==> config.mk <==
export PLATFORM = sky130hd
export DESIGN_NAME = sequenciador_pilha_flat
export DESIGN_NICKNAME = d
export VERILOG_FILES = /design/src/rtl/sequenciador_pilha_if.sv /design/src/rtl/sequenciador_pilha.sv /design/src/flat_wrapper.sv
export SDC_FILE = /design/constraint.sdc
export NUM_CORES = 1
export LEC_CHECK = 0
export ABC_AREA = 0
export CAP_MARGIN = 0
export CELL_PAD_IN_SITES_DETAIL_PLACEMENT = 0
export CELL_PAD_IN_SITES_GLOBAL_PLACEMENT = 1
export CORE_ASPECT_RATIO = 1.1
export CORE_MARGIN = 2
export CORE_UTILIZATION = 27
export CTS_CLUSTER_DIAMETER = 40
export CTS_CLUSTER_SIZE = 40
export DETAILED_ROUTE_END_ITERATION = 7
export PLACE_DENSITY_LB_ADDON = 0.1
export SYNTH_ARGS = -nofsm -noshare
export SYNTH_HDL_FRONTEND = slang
export SYNTH_SLANG_ARGS = --single-unit
==> constraint.sdc <==
create_clock -name clk -period 2.3 [get_ports clk]
set_clock_uncertainty 0.1 [all_clocks]
set_input_delay 0.46 -clock clk [delete_from_list [all_inputs] [get_ports clk]]
set_output_delay 0.46 -clock clk [all_outputs]
set_load 0.1 [all_outputs]
==> src/rtl/sequenciador_pilha_if.sv <==
// sequenciador_pilha_if -- instruction channel of the stack sequencer.
//   instr_valid : instruction offered this cycle (master -> slave)
//   instr_ready : sequencer can accept an instruction (slave -> master)
//   instr_op    : 00 NOP, 01 PUSH imm, 10 POP, 11 ALU
//   instr_alu   : ALU opcode, meaningful only for ALU instructions
//   instr_imm   : immediate value for PUSH
interface sequenciador_pilha_if #(
  parameter int W = 8
);
  logic         instr_valid;
  logic         instr_ready;
  logic [1:0]   instr_op;
  logic [4:0]   instr_alu;
  logic [W-1:0] instr_imm;

  modport master (
    output instr_valid, instr_op, instr_alu, instr_imm,
    input  instr_ready
  );

  modport slave (
    input  instr_valid, instr_op, instr_alu, instr_imm,
    output instr_ready
  );
endinterface

==> src/rtl/sequenciador_pilha.sv <==
// sequenciador_pilha -- control FSM for a stack/ALU datapath.
// Accepts NOP/PUSH/POP/ALU instructions over a valid/ready channel and
// sequences one-cycle push/pop/load strobes to the external stack and
// temp-register datapath, tracking stack occupancy internally.
//   clk        : sole clock, rising edge
//   rst        : synchronous active-high reset
//   bus        : instruction channel (slave side)
//   push/pop/load : one-cycle datapath strobes, mutually exclusive
//   opcode     : ALU opcode, held from POP_A through WB
//   din        : stack write data (immediate or ALU result)
//   s_ula, carryout : ALU result and carry from datapath
//   empty, full     : stack status from datapath
//   carry_flag : carry captured at ALU write-back
//   done / err : completion / rejection pulses
//   count      : internal stack occupancy
//
// state | meaning
// IDLE  | waiting for an instruction, instr_ready=1
// PUSH  | push immediate
// POP   | discard top of stack
// POP_A | pop first operand
// LD_A  | load first operand into temp register
// POP_B | pop second operand
// LD_B  | load second operand into temp register
// EXEC  | ALU settle cycle, no strobe
// WB    | push ALU result, capture carry
// DONE  | completion pulse
// ERR   | rejection pulse
module sequenciador_pilha #(
  parameter  int DEPTH = 8,
  parameter  int W     = 8,
  localparam int CW    = $clog2(DEPTH + 1)
) (
  input  logic                  clk,
  input  logic                  rst,
  sequenciador_pilha_if.slave   bus,
  output logic                  push,
  output logic                  pop,
  output logic                  load,
  output logic [4:0]            opcode,
  output logic [W-1:0]          din,
  input  logic [W-1:0]          s_ula,
  input  logic                  carryout,
  input  logic                  empty,
  input  logic                  full,
  output logic                  carry_flag,
  output logic                  done,
  output logic                  err,
  output logic [CW-1:0]         count
);

  localparam logic [3:0] S_IDLE  = 4'd0;
  localparam logic [3:0] S_PUSH  = 4'd1;
  localparam logic [3:0] S_POP   = 4'd2;
  localparam logic [3:0] S_POP_A = 4'd3;
  localparam logic [3:0] S_LD_A  = 4'd4;
  localparam logic [3:0] S_POP_B = 4'd5;
  localparam logic [3:0] S_LD_B  = 4'd6;
  localparam logic [3:0] S_EXEC  = 4'd7;
  localparam logic [3:0] S_WB    = 4'd8;
  localparam logic [3:0] S_DONE  = 4'd9;
  localparam logic [3:0] S_ERR   = 4'd10;

  localparam logic [1:0] OP_NOP  = 2'b00;
  localparam logic [1:0] OP_PUSH = 2'b01;
  localparam logic [1:0] OP_POP  = 2'b10;

  localparam logic [CW-1:0] CNT_FULL = CW'(DEPTH);
  localparam logic [CW-1:0] CNT_ONE  = CW'(1);
  localparam logic [CW-1:0] CNT_TWO  = CW'(2);

  logic [3:0]    state, state_nx;
  logic [4:0]    alu_q;
  logic [W-1:0]  imm_q;
  logic [CW-1:0] cnt;
  logic          carry_q;
  logic          accept;

  assign accept = bus.instr_valid && (state == S_IDLE);

  // The instruction type is captured by the branch taken out of IDLE, so
  // only the ALU opcode and immediate need their own holding registers.
  always_comb begin
    state_nx = state;
    case (state)
      S_IDLE: begin
        if (bus.instr_valid) begin
          case (bus.instr_op)
            OP_NOP:  state_nx = S_DONE;
            OP_PUSH: state_nx = (cnt == CNT_FULL || full)  ? S_ERR : S_PUSH;
            OP_POP:  state_nx = (cnt == '0 || empty)       ? S_ERR : S_POP;
            default: state_nx = (cnt < CNT_TWO)            ? S_ERR : S_POP_A;
          endcase
        end
      end
      S_PUSH:  state_nx = S_DONE;
      S_POP:   state_nx = S_DONE;
      S_POP_A: state_nx = S_LD_A;
      S_LD_A:  state_nx = S_POP_B;
      S_POP_B: state_nx = S_LD_B;
      S_LD_B:  state_nx = S_EXEC;
      S_EXEC:  state_nx = S_WB;
      S_WB:    state_nx = S_DONE;
      S_DONE:  state_nx = S_IDLE;
      S_ERR:   state_nx = S_IDLE;
      default: state_nx = S_IDLE;
    endcase
  end

  always_ff @(posedge clk) begin
    if (rst) begin
      state   <= S_IDLE;
      alu_q   <= '0;
      imm_q   <= '0;
      cnt     <= '0;
      carry_q <= 1'b0;
    end else begin
      state <= state_nx;
      if (accept) begin
        alu_q <= bus.instr_alu;
        imm_q <= bus.instr_imm;
      end
      // Occupancy follows the strobes themselves; guards on entry keep it
      // from ever wrapping.
      case (state)
        S_PUSH, S_WB:           cnt <= cnt + CNT_ONE;
        S_POP, S_POP_A, S_POP_B: cnt <= cnt - CNT_ONE;
        default: ;
      endcase
      if (state == S_WB) carry_q <= carryout;
    end
  end

  // Outputs are decoded from state and forced low while rst is high so a
  // reset aborts an instruction without any further strobe.
  always_comb begin
    push   = 1'b0;
    pop    = 1'b0;
    load   = 1'b0;
    done   = 1'b0;
    err    = 1'b0;
    opcode = '0;
    din    = '0;
    if (!rst) begin
      case (state)
        S_PUSH: begin
          push = 1'b1;
          din  = imm_q;
        end
        S_POP:   pop = 1'b1;
        S_POP_A: pop = 1'b1;
        S_LD_A:  load = 1'b1;
        S_POP_B: pop = 1'b1;
        S_LD_B:  load = 1'b1;
        S_WB: begin
          push = 1'b1;
          din  = s_ula;
        end
        S_DONE:  done = 1'b1;
        S_ERR:   err = 1'b1;
        default: ;
      endcase
      if (state >= S_POP_A && state <= S_WB) opcode = alu_q;
    end
  end

  assign bus.instr_ready = !rst && (state == S_IDLE);
  assign carry_flag      = carry_q;
  assign count           = cnt;

endmodule
==> src/flat_wrapper.sv <==
// flat-port wrapper written by rule: the top's interface ports become plain ports
module sequenciador_pilha_flat 
#(
  parameter  int DEPTH = 8,
  parameter  int W     = 8,
  localparam int CW    = $clog2(DEPTH + 1)
)
  (clk, rst, push, pop, load, opcode, din, s_ula, carryout, empty, full, carry_flag, done, err, count, bus_instr_valid, bus_instr_op, bus_instr_alu, bus_instr_imm, bus_instr_ready);
  sequenciador_pilha_if #(.W(W)) bus_i ();
  input  logic clk;
  input  logic rst;
  output logic push;
  output logic pop;
  output logic load;
  output logic [4:0] opcode;
  output logic [W-1:0] din;
  input  logic [W-1:0] s_ula;
  input  logic carryout;
  input  logic empty;
  input  logic full;
  output logic carry_flag;
  output logic done;
  output logic err;
  output logic [CW-1:0] count;
  input wire logic [$bits(bus_i.instr_valid)-1:0] bus_instr_valid;
  input wire logic [$bits(bus_i.instr_op)-1:0] bus_instr_op;
  input wire logic [$bits(bus_i.instr_alu)-1:0] bus_instr_alu;
  input wire logic [$bits(bus_i.instr_imm)-1:0] bus_instr_imm;
  output wire logic [$bits(bus_i.instr_ready)-1:0] bus_instr_ready;
  assign bus_i.instr_valid = bus_instr_valid;
  assign bus_i.instr_op = bus_instr_op;
  assign bus_i.instr_alu = bus_instr_alu;
  assign bus_i.instr_imm = bus_instr_imm;
  assign bus_instr_ready = bus_i.instr_ready;
  sequenciador_pilha #(.DEPTH(DEPTH), .W(W)) u_core (.clk(clk), .rst(rst), .bus(bus_i), .push(push), .pop(pop), .load(load), .opcode(opcode), .din(din), .s_ula(s_ula), .carryout(carryout), .empty(empty), .full(full), .carry_flag(carry_flag), .done(done), .err(err), .count(count));
endmodule
==> results of run 1 <==
-- flip-flops by register name, indices dropped and copies added (netlist names) --
signal,count
u_core.imm_q,8
u_core.alu_q,5
u_core.count,4
u_core.state,4
u_core.carry_flag,1
-- Yosys cell counts (2+ instances only) --
| library cell | instances |
|---|---|
| sky130_fd_sc_hd__buf_2 | 4 |
| sky130_fd_sc_hd__inv_1 | 3 |
| sky130_fd_sc_hd__a22oi_1 | 8 |
| sky130_fd_sc_hd__a21oi_1 | 21 |
| sky130_fd_sc_hd__nor4b_1 | 2 |
| sky130_fd_sc_hd__and3_1 | 2 |
| sky130_fd_sc_hd__dfxtp_1 | 22 |
| sky130_fd_sc_hd__xor2_1 | 2 |
| sky130_fd_sc_hd__and2_1 | 5 |
| sky130_fd_sc_hd__nor3_1 | 6 |
| sky130_fd_sc_hd__nor2b_1 | 2 |
| sky130_fd_sc_hd__nand2_1 | 20 |
| sky130_fd_sc_hd__o21ai_0 | 4 |
| sky130_fd_sc_hd__clkbuf_1 | 7 |
| sky130_fd_sc_hd__nor2_1 | 17 |
| sky130_fd_sc_hd__ha_1 | 2 |
| sky130_fd_sc_hd__a21o_1 | 3 |
| sky130_fd_sc_hd__nand2b_1 | 4 |
| sky130_fd_sc_hd__nand3_1 | 16 |
-- routing by layer --
layer | share of wire | up-vias
li1 | - | 750
met1 | 0.45 | 724
met2 | 0.50 | 46
met3 | 0.049 | 4
met4 | 0.0064 | 0
met5 | 0 | -
-- power groups by stage --
stage | combinational [W] | sequential [W] | clock [W]
2_1_floorplan | 0.00100 | 0.000791 | 0
3_3_place_gp | 0.00177 | 0.000588 | 0
3_5_place_dp | 0.00179 | 0.000595 | 0
4_1_cts | 0.00187 | 0.000592 | 0.000381
5_1_grt | 0.00210 | 0.000614 | 0.000398
6_report | 0.00197 | 0.000600 | 0.000370
-- worst register-to-register path, cell delays in order, from the launching register on --
cell and delay (ns):
sky130_fd_sc_hd__dfxtp_4 0.36, sky130_fd_sc_hd__buf_6 0.13, sky130_fd_sc_hd__nand2b_4 0.14, sky130_fd_sc_hd__a21o_1 0.18, sky130_fd_sc_hd__inv_2 0.08, sky130_fd_sc_hd__ha_1 0.23, sky130_fd_sc_hd__a21o_1 0.20, sky130_fd_sc_hd__a21oi_2 0.15
sky130_fd_sc_hd__mux2i_1 0.21, sky130_fd_sc_hd__mux2_1 0.33
-- what timing repair did --
action                     CTS  global route
hold buffers                 0             0
cloned                       1             0
buffers inserted             5             3
setup endpoints to repair   13            13
pin swaps                    4            10
resized for setup           14            20
-- per-stage QoR --
| step | utilization | area (um2) |
|---|---|---|
| 2_1_floorplan | - | 1441 |
| 3_3_place_gp | 0.4856 | 2275 |
| 3_5_place_dp | 0.4856 | 2275 |
| 4_1_cts | 0.5192 | 2432 |
| 5_1_grt | 0.5374 | 2517 |
| 6_report | 0.5374 | 2517 |
-- cell families (layout without fill, tap and decap cells) --
logic type                 Yosys count  in the layout  share of synthesized area
AOI/OAI and AO/OA                   44             44                     0.2057
xor gates and xnor gates             2              2                    0.01321
adders and majority gates            3              3                    0.03396
buffers and inverters               17             85                    0.05566
DFF                                 22             22                     0.3321
muxes                                2              2                    0.01604
and+or+nand+nor                     83             83                     0.3434
-- layout make-up --
type / count / area [um2]
clock buffers: 3 / 41.29
clock inverters: 1 / 30.03
fillers: 420 / 2167
inverters: 3 / 11.26
multi-input cells: 134 / 1001
flip-flops and latches: 22 / 451.7
well taps: 56 / 70.07
repair buffers: 78 / 912.1
-- how the worst max path moves through the flow --
stage	to	cells past startpoint	from	slack (ns)
3_3_place_gp	u_core.count[3]$_SDFFE_PP0P_	8	u_core.state[1]$_SDFFE_PP0P_	0.13
6_report	din[6]	6	u_core.state[0]$_SDFFE_PP0P_	0.03
3_5_place_dp	u_core.count[3]$_SDFFE_PP0P_	8	u_core.state[1]$_SDFFE_PP0P_	0.05
2_1_floorplan	bus_instr_ready	3	rst	-0.25
5_1_grt	din[6]	6	u_core.state[0]$_SDFFE_PP0P_	-0.06
4_1_cts	din[7]	6	u_core.state[2]$_SDFFE_PP0P_	0.008
-- layout by cell type (no fill, tap or decap), types with 2 or more instances in the layout --
cell type / n
sky130_fd_sc_hd__a21o_1: 3
sky130_fd_sc_hd__a21oi_1: 20
sky130_fd_sc_hd__a22oi_2: 7
sky130_fd_sc_hd__and2_4: 5
sky130_fd_sc_hd__and3_1: 2
sky130_fd_sc_hd__buf_12: 19
sky130_fd_sc_hd__buf_4: 24
sky130_fd_sc_hd__buf_6: 5
sky130_fd_sc_hd__clkbuf_8: 3
sky130_fd_sc_hd__clkdlybuf4s50_1: 27
sky130_fd_sc_hd__dfxtp_1: 17
sky130_fd_sc_hd__dfxtp_2: 3
sky130_fd_sc_hd__dfxtp_4: 2
sky130_fd_sc_hd__ha_1: 2
sky130_fd_sc_hd__inv_1: 2
sky130_fd_sc_hd__nand2_1: 19
sky130_fd_sc_hd__nand2b_1: 4
sky130_fd_sc_hd__nand3_1: 16
sky130_fd_sc_hd__nor2_1: 5
sky130_fd_sc_hd__nor2_2: 4
sky130_fd_sc_hd__nor2_4: 8
sky130_fd_sc_hd__nor2b_1: 2
sky130_fd_sc_hd__nor3_1: 5
sky130_fd_sc_hd__nor4b_4: 4
sky130_fd_sc_hd__o21ai_0: 4
sky130_fd_sc_hd__xor2_1: 2
==> results.json, run 1 <==
{
  "status": "finished clean",
  "cts_tree": "built",
  "grt.met3_usage": 0.04416,
  "timing.hold.worst_endpoint": "u_core.alu_q[4]$_SDFFE_PP0P_",
  "sw_frac_of_total": 0.4930,
  "die_height_um": 77.51,
  "numClockSinks": 22,
  "global_route.usage.total": 0.1655,
  "placement.io_buffers": 52,
  "finalMaxSlewViolations": 0,
  "clock_tree.htree_level_count": 1,
  "fin_total_pwr_w": 0.002940,
  "gr-max-usage-layer": "met2",
  "r2r.worst_path.cells": 9,
  "synth.avg_cell_area_um2": 7.666,
  "dp_slack_ns": 0.04812,
  "critical_path_source_type": "flop",
  "synth_seq_cells": 22,
  "cell_by_cell_trace_of_the_critical_path": "buf_6 > nor4b_4 > buf_4 > a22oi_2 > nor2_4 > buf_12",
  "detailedRoute.firstIterationViolations": 78,
  "global_route_wire_length_before_repair_um": 7410,
  "synth_top_area_frac": 0.3321,
  "vdd.ir_drop.worst_mv": 0.6832,
  "drt_pre_antenna_iters": 4,
  "synth.net_count": 205,
  "rsz_0062_raised_after_global_routing": "yes",
  "crit_arrival_ns": 1.71,
  "fraction_of_the_yosys_area_taken_by_sequential_cells": 0.3321,
  "endpoint_kind": "primary output",
  "first_global_vias": 1556,
  "clock_power_share": 0.126,
  "regToRegStartpoint": "u_core.state[2]$_SDFFE_PP0P_",
  "postSynth.asyncResetShare": 0,
  "placed_instances": 285,
  "total_leakage_power_nw": 0.9686,
  "share_seq_of_total_power": 0.204,
  "final_net_count": 274,
  "placeableCoreArea_um2": 4684,
  "maximum_fanout_count_along_the_critical_path": 7,
  "clock_tree.buffer_depth": 2,
  "combinationalPowerShare": 0.670,
  "layout_setup_ws_ns": 0.02755,
  "number_of_antenna_violations_at_the_first_check_in_global_routing": 0,
  "worst_skew_pair.late_latency_ns": 0.27,
  "slew_headroom": 0.7117,
  "synth_top_flop_cell": "sky130_fd_sc_hd__dfxtp_1",
  "hp-class": "reg2reg",
  "fin_crit_sh": 0.9880,
  "floorplan.initialDensity": 0.2831,
  "via_density_per_instance": 5.131,
  "route.detailed.wl_per_inst_um": 15.21,
  "crit_type": "reg2out",
  "gr-usage-met1": 0.2214,
  "cp.buffers_inverters": 3,
  "synth_edf_count": 0,
  "period_needed_ns": 2.272,
  "timing.setup.tns_ns": 0,
  "grt_overflow_total": 0,
  "number_of_stages_on_the_worst_hold_path": 2,
  "final_layout_size_suffix_gt1_frac": 0.3983,
  "route.vias.total": 1524,
  "hpwlAfterDp_um": 3250,
  "achievable-frequency_mhz": 440.1,
  "synth.cell_area_um2": 1326,
  "die-area_um2": 5489,
  "final_hold_viol_count": 0,
  "slowest_cp_cell": "sky130_fd_sc_hd__nor4b_4",
  "tightestPinTransition_ns": 0.4315,
  "power_per_cell_area_nw_per_um2": 1168,
  "chipWidth_um": 70.83,
  "use_met2": 0.2598,
  "clockRootBuffer": "sky130_fd_sc_hd__clkbuf_8",
  "cts_buffers": 3,
  "route.antenna.remaining_nets": 0,
  "timing.reg2reg.setup_slack_ns": 0.09,
  "total_inserted_antenna_cells": 0,
  "worst_setup_hold_path_clk_slew_ns": 0.09,
  "ys_types": 42,
  "io-pin-count": 53,
  "max_cap_violations": 0,
  "num_rows": 26,
  "final-instance-count-excl-fill": 297,
  "drc": 0,
  "reg2reg_to": "u_core.count[3]$_SDFFE_PP0P_",
  "globalplace.congestion": 0.8066,
  "synth_top_cell_by_area": "sky130_fd_sc_hd__dfxtp_1",
  "synth.yosys.warnings": 0,
  "setup_viol_count_final": 0,
  "cp.required_ns": 1.74,
  "ys_top_cells_by_area": "sky130_fd_sc_hd__dfxtp_1 (33%), sky130_fd_sc_hd__a21oi_1 (7.9%), sky130_fd_sc_hd__nand3_1 (6.0%), sky130_fd_sc_hd__nand2_1 (5.7%), sky130_fd_sc_hd__nor2_1 (4.8%)",
  "critical-path-top-delay-family": "buffers and inverters",
  "power.internal_w": 0.001491,
  "pin_count_of_the_biggest_net_entering_global_routing": 14,
  "switchingPower_w": 0.001449,
  "finalWirelength_um": 4517,
  "area_delta_synth_final_pct": 89.81,
  "hold_start": "u_core.alu_q[4]$_SDFFE_PP0P_",
  "critical_path.max_stage_delay_ns": 0.37,
  "cell_count_after_synthesis": 173,
  "final.hold.worst_slack_ns": 0.3595
}
Note: power is estimated with default switching activity, not from simulation.
==> inputs of run 2 (changes only) <==
CORE_MARGIN = not set   (was 2)
==> run 2 against run 1 <==
Die area shrank 5.3%. Worst hold slack lost 0.0020 ns. Non-clock buffer count shrank 5. Sequential power is essentially flat. Clock-buffer cell count is the same. Global-route usage grew 0.074 points.
==> results.json, run 2 (synthesis results as in run 1) <==
{
  "crit_arrival_ns": 1.67,
  "route.detailed.wl_per_inst_um": 14.38,
  "max_cap_violations": 0,
  "finalInstanceArea_um2": 2406,
  "numClockSinks": 22,
  "placeableCoreArea_um2": 4684,
  "io-pin-count": 53,
  "number_of_antenna_violations_at_the_first_check_in_global_routing": 0,
  "clock_tree.htree_level_count": 1,
  "critical_path.max_stage_delay_ns": 0.37,
  "slew_headroom": 0.7045,
  "cts_buffers": 3,
  "vdd.ir_drop.worst_mv": 0.7783,
  "hp-class": "reg2reg",
  "grt_overflow_total": 0,
  "cts_tree": "built",
  "placement.io_buffers": 52,
  "fill_cells": 432,
  "die_height_um": 75.51,
  "timing.setup.tns_ns": 0,
  "via_density_per_instance": 5.086,
  "final_hold_viol_count": 0,
  "share_seq_of_total_power": 0.222,
  "clockRootBuffer": "sky130_fd_sc_hd__clkbuf_8",
  "total_inserted_antenna_cells": 0,
  "finalWirelength_um": 4184,
  "detailedRoute.firstIterationViolations": 44,
  "power_per_cell_area_nw_per_um2": 1125,
  "worst_setup_hold_path_clk_slew_ns": 0.08,
  "first_global_vias": 1346,
  "num_rows": 26,
  "worst_skew_pair.late_latency_ns": 0.26,
  "fin_crit_sh": 0.9702,
  "drt_pre_antenna_iters": 4,
  "route.antenna.remaining_nets": 0,
  "final_common_cell": "sky130_fd_sc_hd__clkdlybuf4s50_1",
  "critical_path_source_type": "flop",
  "layout.core_utilization": 0.5136,
  "global_route_wire_length_before_repair_um": 6430,
  "globalplace.congestion": 0.8079,
  "clock_power_share": 0.089,
  "achievable-frequency_mhz": 448.1,
  "route.vias.total": 1480,
  "power.internal_w": 0.001316,
  "period_needed_ns": 2.232,
  "floorplan.initialDensity": 0.2831,
  "die-area_um2": 5197,
  "status": "finished clean",
  "maximum_fanout_count_along_the_critical_path": 5,
  "layout_common_cells": "sky130_fd_sc_hd__clkdlybuf4s50_1 (27), sky130_fd_sc_hd__buf_4 (21), sky130_fd_sc_hd__nand2_1 (20), sky130_fd_sc_hd__a21oi_1 (20), sky130_fd_sc_hd__buf_12 (19)",
  "setup_viol_count_final": 0,
  "drc": 0,
  "slowest_cp_cell": "sky130_fd_sc_hd__dfxtp_4",
  "combinationalPowerShare": 0.689,
  "global_route.usage.total": 0.1662,
  "total_leakage_power_nw": 0.9239,
  "chipWidth_um": 68.83,
  "clock_tree.buffer_depth": 2,
  "pin_count_of_the_biggest_net_entering_global_routing": 20,
  "postPlaceCellArea_um2": 2252,
  "final-instance-count-excl-fill": 291,
  "finalMaxSlewViolations": 0,
  "largest_register_ffs": 8,
  "area_delta_synth_final_pct": 81.42,
  "hold_buffers": 0,
  "final_net_count": 269,
  "crit_type": "reg2out",
  "cp.required_ns": 1.74,
  "final.hold.worst_slack_ns": 0.3575,
  "rsz_0062_raised_after_global_routing": "yes",
  "sw_frac_of_total": 0.5141,
  "switchingPower_w": 0.001392,
  "endpoint_kind": "primary output",
  "cell_by_cell_trace_of_the_critical_path": "buf_8 > nor4b_4 > buf_6 > a22oi_1 > nor2_4 > buf_12",
  "tightestPinTransition_ns": 0.4422,
  "final_layout_size_suffix_gt1_frac": 0.3574,
  "placed_instances": 282,
  "largest-register": "u_core.imm_q",
  "hpwlAfterDp_um": 3093,
  "layout_top_registers": "u_core.imm_q (8), u_core.alu_q (5)"
}
==> run 2: cell type report <==
type / instances / area [um2] / area share
sequential: 22 / 451.7 / 0.1877
clock buffer: 3 / 41.29 / 0.01716
multi-input combinational: 134 / 958.4 / 0.3983
inverter: 3 / 11.26 / 0.004680
tap: 56 / 70.07 / 0.02912
timing repair buffer: 73 / 873.3 / 0.3630
==> run 2: critical path, delay by kind of cell, from the launching register on <==
kind,cells,cell delay (ns)
AO/OA/AOI/OAI,1,0.09
flip-flops,1,0.37
buffers and inverters,3,0.49
AND/OR/NAND/NOR,2,0.45
==> run 2: power by group through the flow <==
stage	logic, W	clock network, W	registers [W]
5_1_grt	0.00199	0.000262	0.000617
3_5_place_dp	0.00175	0	0.000599
4_1_cts	0.00180	0.000250	0.000596
2_1_floorplan	0.00100	0	0.000791
3_3_place_gp	0.00173	0	0.000593
6_report	0.00186	0.000241	0.000602
==> run 2: repair_timing <==
item | in CTS | in global routing
pin swaps | 2 | 4
endpoints found under the setup margin | 14 | 10
setup buffers | 2 | 3
gates resized for setup | 8 | 11
cloned | 1 | 0
==> run 2: layer usage <==
metal | global-route usage | vias to the layer above | part of all wire | wire length, um
met5 | 0 | - | 0 | 0
met4 | 0.04082 | 0 | 0.011 | 46
met3 | 0.02246 | 6 | 0.044 | 183
met2 | 0.2734 | 37 | 0.47 | 1986
met1 | 0.2287 | 701 | 0.47 | 1967
li1 | - | 736 | - | -
==> run 2: final timing paths <==
kind	startpoint	to	slack, ns	cells after the start
worst min-delay path	u_core.carry_flag$_SDFFE_PP0P_	u_core.carry_flag$_SDFFE_PP0P_	0.36	2
worst max register to register	u_core.state[1]$_SDFFE_PP0P_	u_core.count[3]$_SDFFE_PP0P_	0.15	9
worst min register to register	u_core.carry_flag$_SDFFE_PP0P_	u_core.carry_flag$_SDFFE_PP0P_	0.36	2
worst max-delay path	u_core.state[1]$_SDFFE_PP0P_	din[6]	0.07	6
==> run 2: per-stage QoR <==
step	total power, W	setup WS (ns)
floorplan	0.001793	-0.2483
global placement	0.002324	0.1637
detailed placement	0.002349	0.1390
CTS	0.002646	0.004386
global route	0.002870	-0.009941
finish	0.002708	0.06843
==> inputs of run 3 (changes only) <==
CELL_PAD_IN_SITES_DETAIL_PLACEMENT = not set   (was 0)
CELL_PAD_IN_SITES_GLOBAL_PLACEMENT = not set   (was 1)
CORE_ASPECT_RATIO = not set   (was 1.1)
CORE_UTILIZATION = 50   (was 27)
DONT_BUFFER_PORTS = 1   (was not set)
PLACE_DENSITY = 0.68   (was not set)
PLACE_DENSITY_LB_ADDON = not set   (was 0.1)
==> run 3 against run 2 <==
Power grew 0.43%. Clock-buffer cell count is the same. Critical path type unchanged. Largest power group unchanged. Worst hold slack lost 0.25 ns. Combinational power is essentially flat. Final area shrank 14%. Flip-flop and latch count is the same. Global-route usage grew 10 points. Utilization grew 32 points. Setup slack lost 0.059 ns. Clock power grew 24%.
==> results.json, run 3 (synthesis results as in run 1) <==
{
  "status": "finished clean",
  "regToRegStartpoint": "u_core.state[1]$_SDFFE_PP0P_",
  "layout_common_cells": "sky130_fd_sc_hd__buf_4 (25), sky130_fd_sc_hd__nand2_1 (19), sky130_fd_sc_hd__a21oi_1 (19)",
  "route.antenna.remaining_nets": 0,
  "reg2reg_to": "u_core.count[3]$_SDFFE_PP0P_",
  "switchingPower_w": 0.001372,
  "tightestPinTransition_ns": 0.4779,
  "die_height_um": 53.50,
  "placed_instances": 224,
  "global_route.usage.total": 0.2680,
  "layout_setup_ws_ns": 0.009000,
  "die-area_um2": 2862,
  "placement.io_buffers": 0,
  "finalMaxSlewViolations": 0,
  "hold_buffers": 0,
  "clock_power_share": 0.110,
  "via_density_per_instance": 5.891,
  "layout_top_registers": "u_core.imm_q (8), u_core.alu_q (5)",
  "maximum_fanout_count_along_the_critical_path": 9,
  "clock_tree.htree_level_count": 1,
  "critical_path_source_type": "flop",
  "cp.required_ns": 1.74,
  "clockRootBuffer": "sky130_fd_sc_hd__clkbuf_4",
  "numClockSinks": 22,
  "setup.worst_path.start": "u_core.state[1]$_SDFFE_PP0P_",
  "timing.reg2reg.setup_slack_ns": 0.06,
  "number_of_antenna_violations_at_the_first_check_in_global_routing": 0,
  "number_of_stages_on_the_worst_hold_path": 1,
  "final_layout_size_suffix_gt1_frac": 0.4038,
  "final_net_count": 241,
  "final-instance-count-excl-fill": 238,
  "crit_arrival_ns": 1.73,
  "setup_viol_count_final": 0,
  "hp-class": "in2reg",
  "worst_setup_path_endpoint": "din[5]",
  "r2r.worst_path.cells": 9,
  "fin_total_pwr_w": 0.002720,
  "fin_crit_sh": 0.9961,
  "final_common_cell": "sky130_fd_sc_hd__buf_4",
  "route.detailed.wl_per_inst_um": 15.50,
  "period_needed_ns": 2.291,
  "combinationalPowerShare": 0.677,
  "grt_overflow_total": 0,
  "max_cap_violations": 0,
  "crit_type": "reg2out",
  "clock_tree.buffer_depth": 2,
  "pin_count_of_the_biggest_net_entering_global_routing": 38,
  "worst_setup_hold_path_clk_slew_ns": 0.13,
  "global_route_wire_length_before_repair_um": 5513,
  "final_hold_viol_count": 0,
  "multi_input_area_um2": 972.2,
  "placeableCoreArea_um2": 2500,
  "power_per_cell_area_nw_per_um2": 1307,
  "dp_slack_ns": 0.1239,
  "sw_frac_of_total": 0.5047,
  "cts_buffers": 3,
  "io-pin-count": 53,
  "first_global_vias": 1221,
  "finalWirelength_um": 3689,
  "sequential_cell_area_um2": 446.7,
  "route.vias.total": 1402,
  "globalplace.congestion": 0.8939,
  "fill_cells": 159,
  "cts_tree": "built",
  "largest-register": "u_core.imm_q",
  "cell_by_cell_trace_of_the_critical_path": "buf_8 > nor4b_4 > buf_6 > a22oi_1 > nor2_4 > buf_12",
  "share_seq_of_total_power": 0.213,
  "final.hold.worst_slack_ns": 0.1059,
  "vdd.ir_drop.worst_mv": 1.229,
  "endpoint_kind": "primary output",
  "chipWidth_um": 53.50,
  "achievable-frequency_mhz": 436.5,
  "slowest_cp_cell": "sky130_fd_sc_hd__dfxtp_2",
  "drt_pre_antenna_iters": 4,
  "critical_path.max_stage_delay_ns": 0.36,
  "num_rows": 18,
  "worst_skew_pair.late_latency_ns": 0.30,
  "rsz_0062_raised_after_global_routing": "yes",
  "area_delta_synth_final_pct": 56.89,
  "drc": 0,
  "floorplan.initialDensity": 0.5305,
  "slew_headroom": 0.6790,
  "total_inserted_antenna_cells": 0,
  "detailedRoute.firstIterationViolations": 33,
  "hpwlAfterDp_um": 2615,
  "power.internal_w": 0.001347,
  "total_leakage_power_nw": 0.8224,
  "largest_register_ffs": 8
}
-- run 3: worst max-delay path, delay by kind of cell, from the launching register on --
| family | cells | cell delay, ns |
|---|---|---|
| AO/OA/AOI/OAI | 1 | 0.11 |
| buffers and inverters | 3 | 0.50 |
| flip-flops | 1 | 0.36 |
| AND/OR/NAND/NOR | 2 | 0.45 |
-- run 3: worst min-delay path by stage --
stage,from,end
floorplan,u_core.alu_q[0]$_SDFFE_PP0P_,u_core.alu_q[0]$_SDFFE_PP0P_
global placement,u_core.alu_q[2]$_SDFFE_PP0P_,u_core.alu_q[2]$_SDFFE_PP0P_
detailed placement,u_core.alu_q[3]$_SDFFE_PP0P_,u_core.alu_q[3]$_SDFFE_PP0P_
CTS,rst,u_core.count[1]$_SDFFE_PP0P_
global route,rst,u_core.count[1]$_SDFFE_PP0P_
finish,rst,u_core.count[1]$_SDFFE_PP0P_
-- run 3: routing by layer --
layer / track usage / part of all wire
met4: 0.07018 / 0.017
met2: 0.4583 / 0.51
met3: 0.05172 / 0.079
met1: 0.3402 / 0.40
met5: 0 / 0
-- run 3: layout make-up --
| type | instances | area share |
|---|---|---|
| inverters | 3 | 0.005412 |
| flip-flops and latches | 22 | 0.2147 |
| repair buffers | 45 | 0.2694 |
| clock buffers | 3 | 0.01082 |
| clock inverters | 1 | 0.01443 |
| multi-input cells | 134 | 0.4672 |
| well taps | 30 | 0.01804 |
-- run 3: power groups by stage --
| stage | sequential [W] | clock, W | combinational (W) |
|---|---|---|---|
| after detailed placement | 0.000582 | 0 | 0.00166 |
| after CTS | 0.000577 | 0.000303 | 0.00179 |
| after floorplan | 0.000791 | 0 | 0.00100 |
| final | 0.000580 | 0.000299 | 0.00184 |
| after global placement | 0.000574 | 0 | 0.00162 |
| after global routing | 0.000591 | 0.000322 | 0.00195 |
-- run 3: stage by stage --
stage | setup TNS [ns] | utilization | cell area [um2]
CTS | 0 | 0.8213 | 2053
finish | 0 | 0.8323 | 2081
detailed placement | 0 | 0.7508 | 1877
global route | -0.7201 | 0.8323 | 2081
global placement | 0 | 0.7508 | 1877
floorplan | -0.7638 | - | 1441
-- run 3: timing repair --
action                                  CTS  global route
resized for setup                        20             3
endpoints found under the setup margin   14            15
pin swaps                                 4             4
buffers inserted                          8             2
==> patch (settings of run 3) <==
`W` is set to 8 in 3 places; all go to 6.
--- a/src/rtl/sequenciador_pilha_if.sv
+++ b/src/rtl/sequenciador_pilha_if.sv
@@ -7,3 +7,3 @@
 interface sequenciador_pilha_if #(
-  parameter int W = 8
+  parameter int W = 6
 );
--- a/src/rtl/sequenciador_pilha.sv
+++ b/src/rtl/sequenciador_pilha.sv
@@ -30,3 +30,3 @@
   parameter  int DEPTH = 8,
-  parameter  int W     = 8,
+  parameter  int W     = 6,
   localparam int CW    = $clog2(DEPTH + 1)
--- a/src/flat_wrapper.sv
+++ b/src/flat_wrapper.sv
@@ -4,3 +4,3 @@
   parameter  int DEPTH = 8,
-  parameter  int W     = 8,
+  parameter  int W     = 6,
   localparam int CW    = $clog2(DEPTH + 1)
Interface: changed (resized bus_instr_imm, din and s_ula); port bits go from 53 to 47. The function was not compared with the original's and may differ.
==> patch against run 3 <==
  * The run now ends with setup timing left
  * Synthesized cell count shrank 6.9%
  * Power shrank 1.2%
  * Synthesized area shrank 3.5%
  * Sequential power shrank 9.7%
  * Largest cell class unchanged
  * First-iteration DRC count grew 64%
  * Clock power grew 2%
  * Critical path depth is the same
  * Setup slack lost 57 ps
  * Sequential share of layout area shrank 1.4 points
  * Cell area shrank 2.7%
  * Critical path type unchanged
  * Sequential cell count shrank 2
  * Critical endpoint is now din[0]
  * Wire length grew 10%
==> patch: results (changes against run 3) <==
stage	metric	value	unit	change
setup_path	Crit Path Max Fanout	4		-5
setup_path	Crit path largest cell delay	380	ps	+20 ps
layout	layout cells sized above 1	45.4	%	+5.0 points
setup_path	WP data arrival	1790	ps	+60 ps
routing	Total Wirelength	4080	um	+10%
timing	final setup fails	7		+7
clock_tree	worst skew pair latency	330	ps	+30 ps
routing	WL met2	2130	um	+14%
setup_path	slowest CP cell	nor4b_4		
global_route	vias in the first global route	1251		+2.5%
status	failing checks	setup timing		
status	status	complete, but fails checks		
global_route	largest net degree at the start of global routing	33		-13%
routing	length of routed met3 wiring	278	um	-4.5%
logic_synthesis	top cells by area, synth	dfxtp_1, nand2_1, nor2_1, a21oi_1, nor4b_1		
logic_synthesis	Synth Instances	161		-6.9%
timing	Worst-Margin Slew	501	ps	+22.9 ps
power_and_ir_drop	leakage	0.000794	uW	-3.5%
routing	WL met1	1510	um	+3.3%
place	DP Wirelength	2340	um	-11%
timing	PnR worst setup slack	-48.0	ps	-57.0 ps
routing	vias per cell	6.03		+2.3%
global_route	GRT Util Overall	29.0	%	+2.2 points
logic_synthesis	Post-Syn Nets	189		-7.8%
layout	Largest regs	u_core.imm_q (6), u_core.alu_q (5)		
routing	drt initial violations	54		+64%
power_and_ir_drop	peak supply drop	1.23	mV	-0.26%
place	Routability Congestion	0.788		-12%
## patch: changes by cell type after synthesis, moves of 4 or more
cell / change
nand3_1: -15
a21oi_1: -7
nand2_1: +4
nor4b_1: +4
## patch: worst max-delay path, delay by kind of cell, from the launching register on
kind / cells / cell delay [ps]
buffers and inverters: 3 / 520
AND/OR/NAND/NOR: 2 / 510
flip-flops: 1 / 360
AO/OA/AOI/OAI: 1 / 70
## patch: kinds of logic (layout without fill, tap and decap cells)
kind of cell,count (synthesis),in the layout,synth area share [%]
adders and majority gates,3,3,3.52
muxes,5,5,4.01
buffers and inverters,15,48,6.16
xor gates and xnor gates,3,3,2.05
AOI/OAI and AO/OA,36,36,18.7
DFF,20,20,31.3
and+or+nand+nor,79,79,34.3
## patch: path summary, 6_finish.rpt
kind	startpoint	endpoint	slack [ps]	cells after the start
worst max register to register	u_core.state[2]$_SDFFE_PP0P_	u_core.count[3]$_SDFFE_PP0P_	70	9
worst min-delay path	rst	u_core.alu_q[0]$_SDFFE_PP0P_	80	1
worst max-delay path	u_core.state[2]$_SDFFE_PP0P_	din[0]	-50	6
worst min register to register	u_core.alu_q[4]$_SDFFE_PP0P_	u_core.alu_q[4]$_SDFFE_PP0P_	370	2
## patch: repair_timing
item,CTS,global route
gates cloned,1,0
endpoints found under the setup margin,9,14
gates resized for setup,15,15
setup buffers,8,3
pin swaps,6,10
## patch: stage by stage
| stage | setup WS [ps] | utilization (%) | total power (uW) | TNS, ps | hold slack, ps |
|---|---|---|---|---|---|
| final | -48.0 | 87.3 | 2690 | -180 | 79.9 |
| after CTS | -13.2 | 84.0 | 2550 | -22.4 | 81.2 |
| after floorplan | -165 | - | 1760 | -856 | 332 |
| after global placement | 167 | 76.7 | 2080 | 0 | 333 |
| after global routing | -79.7 | 87.3 | 2800 | -489 | 73.9 |
| after detailed placement | 41.0 | 76.7 | 2120 | 0 | 343 |
## patch: final cells by class
cell class	count	area [sq um]
Fill cell	103	294
Multi-Input combinational cell	126	977
Timing Repair Buffer	42	546
Tap cell	28	35.0
Sequential cell	20	407
Clock inverter	1	30.0
Clock buffer	3	22.5
Inverter	2	7.51
## patch: metal layers
| layer | track usage (%) | vias to the layer above |
|---|---|---|
| met5 | 0 | - |
| met4 | 16.2 | 0 |
| met3 | 8.41 | 17 |
| met2 | 50.4 | 63 |
| met1 | 30.9 | 632 |
| li1 | - | 626 |
## patch: power by group
| group | internal, uW | switching (uW) | total, uW |
|---|---|---|---|
| logic | 692 | 1170 | 1860 |
| registers | 444 | 80.4 | 524 |
| clock network | 177 | 128 | 305 |
